## config.mk

```make
export PLATFORM = sky130hd
export DESIGN_NAME = seg7_scan_driver
export DESIGN_NICKNAME = d
export VERILOG_FILES = /design/src/rtl/seg7_scan_driver_pkg.sv /design/src/rtl/bcd_to_seg7.sv /design/src/rtl/seg7_scan_driver.sv
export SDC_FILE = /design/constraint.sdc
export NUM_CORES = 1
export LEC_CHECK = 0
export ABC_AREA = 0
export BUFFER_PORTS_ARGS = -buffer_cell sky130_fd_sc_hd__buf_2
export CAP_MARGIN = 20
export CORE_MARGIN = 3
export CORE_UTILIZATION = 40
export DETAILED_ROUTE_END_ITERATION = 12
export SYNTH_ARGS = -nofsm -noshare
export SYNTH_HDL_FRONTEND = slang
export SYNTH_SLANG_ARGS = --single-unit
```

## constraint.sdc

```tcl
create_clock -name clk -period 2.2 [get_ports clk]
set_input_delay 0.44 -clock clk [delete_from_list [all_inputs] [get_ports clk]]
set_output_delay 0.44 -clock clk [all_outputs]
set_load 0.01 [all_outputs]
```

## src/rtl/seg7_scan_driver_pkg.sv

```systemverilog
// Shared definitions for the 4-digit multiplexed 7-segment driver.
// Glyphs are active-low, bit order {g,f,e,d,c,b,a}.
package seg7_scan_driver_pkg;

    localparam int unsigned SEG_W   = 7;
    localparam int unsigned BCD_W   = 4;
    localparam int unsigned IDX_W   = 2;
    localparam int unsigned NUM_DIG = 4;

    localparam logic [SEG_W-1:0] SEG_0    = 7'b1000000;
    localparam logic [SEG_W-1:0] SEG_1    = 7'b1111001;
    localparam logic [SEG_W-1:0] SEG_2    = 7'b0100100;
    localparam logic [SEG_W-1:0] SEG_3    = 7'b0110000;
    localparam logic [SEG_W-1:0] SEG_4    = 7'b0011001;
    localparam logic [SEG_W-1:0] SEG_5    = 7'b0010010;
    localparam logic [SEG_W-1:0] SEG_6    = 7'b0000010;
    localparam logic [SEG_W-1:0] SEG_7    = 7'b1111000;
    localparam logic [SEG_W-1:0] SEG_8    = 7'b0000000;
    localparam logic [SEG_W-1:0] SEG_9    = 7'b0010000;
    localparam logic [SEG_W-1:0] SEG_DASH = 7'b0111111;
    localparam logic [SEG_W-1:0] SEG_OFF  = 7'b1111111;

    // Digit positions; also the anode bit each digit drives
    localparam logic [IDX_W-1:0] DIG_SO = 2'd0;
    localparam logic [IDX_W-1:0] DIG_ST = 2'd1;
    localparam logic [IDX_W-1:0] DIG_MO = 2'd2;
    localparam logic [IDX_W-1:0] DIG_MT = 2'd3;

    typedef enum logic {
        SLOT_BLANK = 1'b0,
        SLOT_SHOW  = 1'b1
    } slot_state_e;

    // One frame's worth of digits, captured atomically
    typedef struct packed {
        logic [BCD_W-1:0] min_tens;
        logic [BCD_W-1:0] min_ones;
        logic [BCD_W-1:0] sec_tens;
        logic [BCD_W-1:0] sec_ones;
    } bcd_time_t;

    // Active-low one-hot anode pattern for a digit index
    function automatic logic [NUM_DIG-1:0] anode_sel(input logic [IDX_W-1:0] idx);
        return ~(4'b0001 << idx);
    endfunction

endpackage

```

## src/rtl/bcd_to_seg7.sv

```systemverilog
// Combinational BCD to active-low 7-segment decoder; non-decimal codes show a dash.
// Ports: bcd (4-bit code in), seg ({g,f,e,d,c,b,a} active-low out).
module bcd_to_seg7
    import seg7_scan_driver_pkg::*;
(
    input  logic [BCD_W-1:0] bcd,
    output logic [SEG_W-1:0] seg
);

    always_comb begin
        seg = SEG_DASH;
        case (bcd)
            4'd0: seg = SEG_0;
            4'd1: seg = SEG_1;
            4'd2: seg = SEG_2;
            4'd3: seg = SEG_3;
            4'd4: seg = SEG_4;
            4'd5: seg = SEG_5;
            4'd6: seg = SEG_6;
            4'd7: seg = SEG_7;
            4'd8: seg = SEG_8;
            4'd9: seg = SEG_9;
            default: seg = SEG_DASH;
        endcase
    end

endmodule

```

## src/rtl/seg7_scan_driver.sv

```systemverilog
// Time-multiplexed driver for a 4-digit common-anode display showing MM:SS.
// Each slot starts with BLANK_CYCLES of all anodes off (anti-ghosting), digits are
// snapshotted once per frame, and the field under adjustment blinks.
// Ports: clk, rst_n (async active-low); min_tens/min_ones/sec_tens/sec_ones BCD in;
//        blink_tick, blink_en, sel_minutes, sel_seconds blink control;
//        an (active-low anodes, an[0]=sec_ones), seg (active-low {g..a}), dp (active-low).
// Optional: define COLON_DP_EN to light dp on the minutes-ones digit as the separator.
module seg7_scan_driver
    import seg7_scan_driver_pkg::*;
#(
    parameter int unsigned REFRESH_DIV  = 100000,
    parameter int unsigned BLANK_CYCLES = 4
) (
    input  logic               clk,
    input  logic               rst_n,
    input  logic [BCD_W-1:0]   min_tens,
    input  logic [BCD_W-1:0]   min_ones,
    input  logic [BCD_W-1:0]   sec_tens,
    input  logic [BCD_W-1:0]   sec_ones,
    input  logic               blink_tick,
    input  logic               blink_en,
    input  logic               sel_minutes,
    input  logic               sel_seconds,
    output logic [NUM_DIG-1:0] an,
    output logic [SEG_W-1:0]   seg,
    output logic               dp
);

    localparam int unsigned CNT_W = $clog2(REFRESH_DIV);

    logic [CNT_W-1:0]   cnt, cnt_nxt;
    logic [IDX_W-1:0]   idx, idx_nxt;
    slot_state_e        state, state_nxt;
    bcd_time_t          snap;
    logic               phase;
    logic [BCD_W-1:0]   digit_c;
    logic [SEG_W-1:0]   glyph_c;
    logic [NUM_DIG-1:0] an_c;
    logic [SEG_W-1:0]   seg_c;

    // Slot counter and digit index
    always_comb begin
        cnt_nxt = cnt + CNT_W'(1);
        idx_nxt = idx;
        if (cnt == CNT_W'(REFRESH_DIV - 1)) begin
            cnt_nxt = '0;
            idx_nxt = idx + IDX_W'(1);
        end
    end

    always_ff @(posedge clk or negedge rst_n) begin
        if (!rst_n) begin
            cnt <= '0;
            idx <= '0;
        end else begin
            cnt <= cnt_nxt;
            idx <= idx_nxt;
        end
    end

    // Slot FSM state register; state always tracks the current cnt
    always_ff @(posedge clk or negedge rst_n) begin
        if (!rst_n) state <= SLOT_BLANK;
        else        state <= state_nxt;
    end

    // Next state is derived from the next counter value
    always_comb begin
        state_nxt = SLOT_SHOW;
        if (cnt_nxt < CNT_W'(BLANK_CYCLES)) state_nxt = SLOT_BLANK;
    end

    // Frame snapshot at the start of the idx0 slot
    always_ff @(posedge clk or negedge rst_n) begin
        if (!rst_n) begin
            snap <= '0;
        end else if (cnt == '0 && idx == DIG_SO) begin
            snap <= '{min_tens: min_tens, min_ones: min_ones,
                      sec_tens: sec_tens, sec_ones: sec_ones};
        end
    end

    // Blink phase; leaving adjust mode wins over a coincident tick
    always_ff @(posedge clk or negedge rst_n) begin
        if (!rst_n)          phase <= 1'b0;
        else if (!blink_en)  phase <= 1'b0;
        else if (blink_tick) phase <= ~phase;
    end

    // Select the snapshot digit for the current slot
    always_comb begin
        digit_c = snap.sec_ones;
        case (idx)
            DIG_SO: digit_c = snap.sec_ones;
            DIG_ST: digit_c = snap.sec_tens;
            DIG_MO: digit_c = snap.min_ones;
            DIG_MT: digit_c = snap.min_tens;
            default: digit_c = snap.sec_ones;
        endcase
    end

    bcd_to_seg7 u_dec (
        .bcd (digit_c),
        .seg (glyph_c)
    );

    // Output decode from slot state, then field blanking on top
    always_comb begin
        an_c  = '1;
        seg_c = SEG_OFF;
        if (state == SLOT_SHOW) begin
            an_c  = anode_sel(idx);
            seg_c = glyph_c;
        end
        if (blink_en && phase) begin
            if (sel_seconds)      an_c[1:0] = 2'b11;
            else if (sel_minutes) an_c[3:2] = 2'b11;
        end
    end

    always_ff @(posedge clk or negedge rst_n) begin
        if (!rst_n) begin
            an  <= '1;
            seg <= SEG_OFF;
        end else begin
            an  <= an_c;
            seg <= seg_c;
        end
    end

`ifdef COLON_DP_EN
    logic dp_c;

    // Separator follows the minutes-ones anode, including its blink blanking
    always_comb begin
        dp_c = 1'b1;
        if (state == SLOT_SHOW && idx == DIG_MO) dp_c = an_c[DIG_MO];
    end

    always_ff @(posedge clk or negedge rst_n) begin
        if (!rst_n) dp <= 1'b1;
        else        dp <= dp_c;
    end
`else
    assign dp = 1'b1;
`endif

endmodule

```

==> results.py <==
metrics = {
    "sta": {
        "finalSetupViolCount": 0,
        "hold_viol": 0,
        "clock.fmax_ghz": 0.4773,
        "final.setup.worst_slack_ns": 0.1047,
        "relSlewSlack_pct": 63.52,
        "clock_skew_ns": 0.01218,
        "tightest_slew_ns": 0.5367,
        "period_share_pct": 95.24,
        "maxSlewViolCount": 0,
        "fin_crit_ns": 2.095,
        "fin_tns_setup_ns": 0,
    },
    "floorplan": {
        "io_pins": 34,
        "die_h_um": 86.27,
        "start_util_pct": 42.28,
        "num_rows": 28,
        "die_w_um": 86.27,
        "dieArea_mm2": 0.007443,
        "fp.coreArea_mm2": 0.006096,
    },
    "finish": {
        "stdcell_count": 347,
        "layout_commonest_cell": "dfrtp_1",
        "final_cell_mix": "37 x dfrtp_1, 32 x buf_2, 20 x nor2_1, 12 x nand3_1, 12 x buf_4",
        "areaGrowthSynthToFinish_pct": 18.25,
        "finalNetCount": 304,
        "final_area_mm2": 0.003048,
        "num-fill-cells": 563,
        "multiInputGateArea_mm2": 0.001301,
        "drive_gt1_share_pct": 35.29,
        "final_util_pct": 50.00,
        "diodes": 0,
        "seqCellArea_mm2": 0.001215,
    },
    "placed_design": {
        "gp_congestion": 0.7879,
        "placed_cells": 337,
        "hpwl_mm": 3.605,
        "dpl_cell_area_mm2": 0.002845,
        "port_buffers": 32,
        "pre_cts_ws_ns": 0.03429,
    },
    "drt": {
        "vias": 1835,
        "wirelength_mm": 5.001,
        "wl_met3_um": 270,
        "route.detailed.drc": 0,
        "wire_per_inst_um": 14.41,
        "ant_nets": 0,
        "drt_iter0_markers": 89,
        "top_layer_used": "met4",
        "vias_per_cell": 5.288,
        "first_pass_iters": 4,
        "m1WireLength_mm": 2.385,
        "dr_wl_met2_mm": 2.301,
    },
    "setup_path": {
        "critPathRequiredTime_ns": 2.41,
        "r2r_cells": 9,
        "cp-start-kind": "register",
        "rr_endpoint": "seg[0]",
        "end_kind": "register",
        "crit_path_max_fanout": 5,
        "critical_path_class": "register to register",
        "r2r_setup_slack_ns": 0.10,
        "r2r-start": "idx[0]",
        "critPathArrivalTime_ns": 2.31,
    },
    "run": {
        "cap_violations": 0,
    },
    "logic_synthesis": {
        "yosysSeqAreaShare_pct": 47.14,
        "syn-num-nets": 268,
        "ys.warnings.count": 0,
        "synth_flop_cell": "dfrtp_1",
        "synth_edf_count": 0,
        "synth_top_area_share_pct": 35.92,
        "synth_top_cells_by_area": "dfrtp_1 36%, dfstp_2 11%, mux2_4 5.8%",
        "synth_area_mm2": 0.002577,
        "avgSynthCellArea_um2": 10.97,
        "ys_ff_latch": 48,
        "ys_async_sr_fraction_pct": 100.0,
        "syn_inst": 235,
        "synth_top_area_cell": "dfrtp_1",
        "synth.distinct_cells": 49,
    },
    "pwr": {
        "p_leak_nw": 1.388,
        "p_per_area_mw_per_mm2": 572.4,
        "switching_share_pct": 20.93,
        "internal_power_mw": 1.380,
        "p_sw_uw": 365.1,
        "combPwrFrac_pct": 7.0,
        "p_clk_share_pct": 39.6,
        "seq_power_share_pct": 53.3,
        "ir_drop_mv": 0.3709,
    },
    "clock_network": {
        "numCtsBuffers": 5,
        "htreeDepth": 2,
        "root_buffer": "clkbuf_8",
        "tritoncts": "yes",
        "cts_hold_buf": 0,
        "clk_pin_slew_ns": 0.09,
        "clock-sinks": 48,
        "clock_latency_ns": 0.31,
        "clockBufferDepth": 2,
    },
    "grt": {
        "antenna_found_initial": 0,
        "grt_pass1_wl_mm": 8.493,
        "grt_max_degree": 27,
        "grt_pass1_vias": 1784,
        "gr-total-overflow": 0,
        "track_usage_pct": 14.68,
    },
    "run_status": {
        "status": "finished clean",
    },
    "hold_path": {
        "hold_path_class": "input port to async pin",
    },
}
Yosys cell counts (all sizes together), types with 2 or more instances:
master   n
mux2i    3
and2     2
and4     2
dfstp   11
xnor2   10
mux2    18
and3     3
a311oi   2
inv     11
nor4     3
nand3   12
dfrtp   37
buf      5
nand4    7
a31oi    2
o21ai    6
nand2   10
nand2b   2
clkbuf  11
xor2    11
a21oi    5
nor2    20
ha      11
nor3     7
a222oi   4
o22ai    2
sequential cells by signal, indices dropped and copies added (netlist names):
register / count
an: 4
phase: 1
idx: 2
state: 1
cnt: 17
snap: 16
seg: 7
through the flow:
stage / hold slack (ns) / power (mW)
after global routing: 0.1363 / 1.821
after detailed placement: 0.4467 / 1.070
after CTS: 0.1119 / 1.762
after global placement: 0.4428 / 1.067
final: 0.1021 / 1.745
after floorplan: 0.1444 / 1.006
layout make-up:
class                           count  share of cell area, %
Inverter                           11                  1.355
Timing Repair Buffer               45                  8.867
Clock buffer                        7                  3.161
Multi-Input combinational cell    160                  42.69
Tap cell                           75                  3.079
Clock inverter                      1                 0.9852
Sequential cell                    48                  39.86
worst max-delay path, stage by stage, from the launching register on:
cell	delay [ns]
dfrtp_1	0.39
buf_4	0.16
ha_4	0.17
a222oi_1	0.31
mux2_4	0.21
inv_1	0.05
ha_1	0.17
or2_2	0.30
a21oi_2	0.15
o21ai_0	0.10
how the worst max path moves through the flow:
stage / from / to / cells past startpoint
2_1_floorplan: idx[0] / snap[10] / 7
3_3_place_gp: idx[0] / seg[3] / 9
3_5_place_dp: idx[0] / seg[0] / 9
4_1_cts: idx[0] / seg[0] / 9
5_1_grt: idx[1] / seg[0] / 9
6_report: idx[0] / seg[0] / 9
power groups by stage:
stage	Combinational, mW	Clock [mW]	Sequential, mW
floorplan	0.0539	0	0.952
global placement	0.120	0	0.947
detailed placement	0.122	0	0.947
CTS	0.123	0.709	0.931
global route	0.139	0.748	0.934
finish	0.123	0.691	0.931
repair_timing:
action	CTS	global route
endpoints found under the setup margin	0	22
buffers inserted	0	2
resized for setup	0	14
endpoints found under the hold margin	0	0
cell families after synthesis:
group	synth area share, %
other	0.1455
buffers and inverters	4.757
DFF	47.14
and+or+nand+nor	15.97
muxes	10.49
adders and majority gates	5.340
AOI/OAI and AO/OA	9.030
xor gates and xnor gates	7.136
metal layers:
layer,vias to the layer above,global-route usage (%)
met4,0,4.674
li1,903,-
met2,46,22.35
met1,884,20.23
met3,2,4.278
met5,-,0
Power figures use the tool's default switching activity.
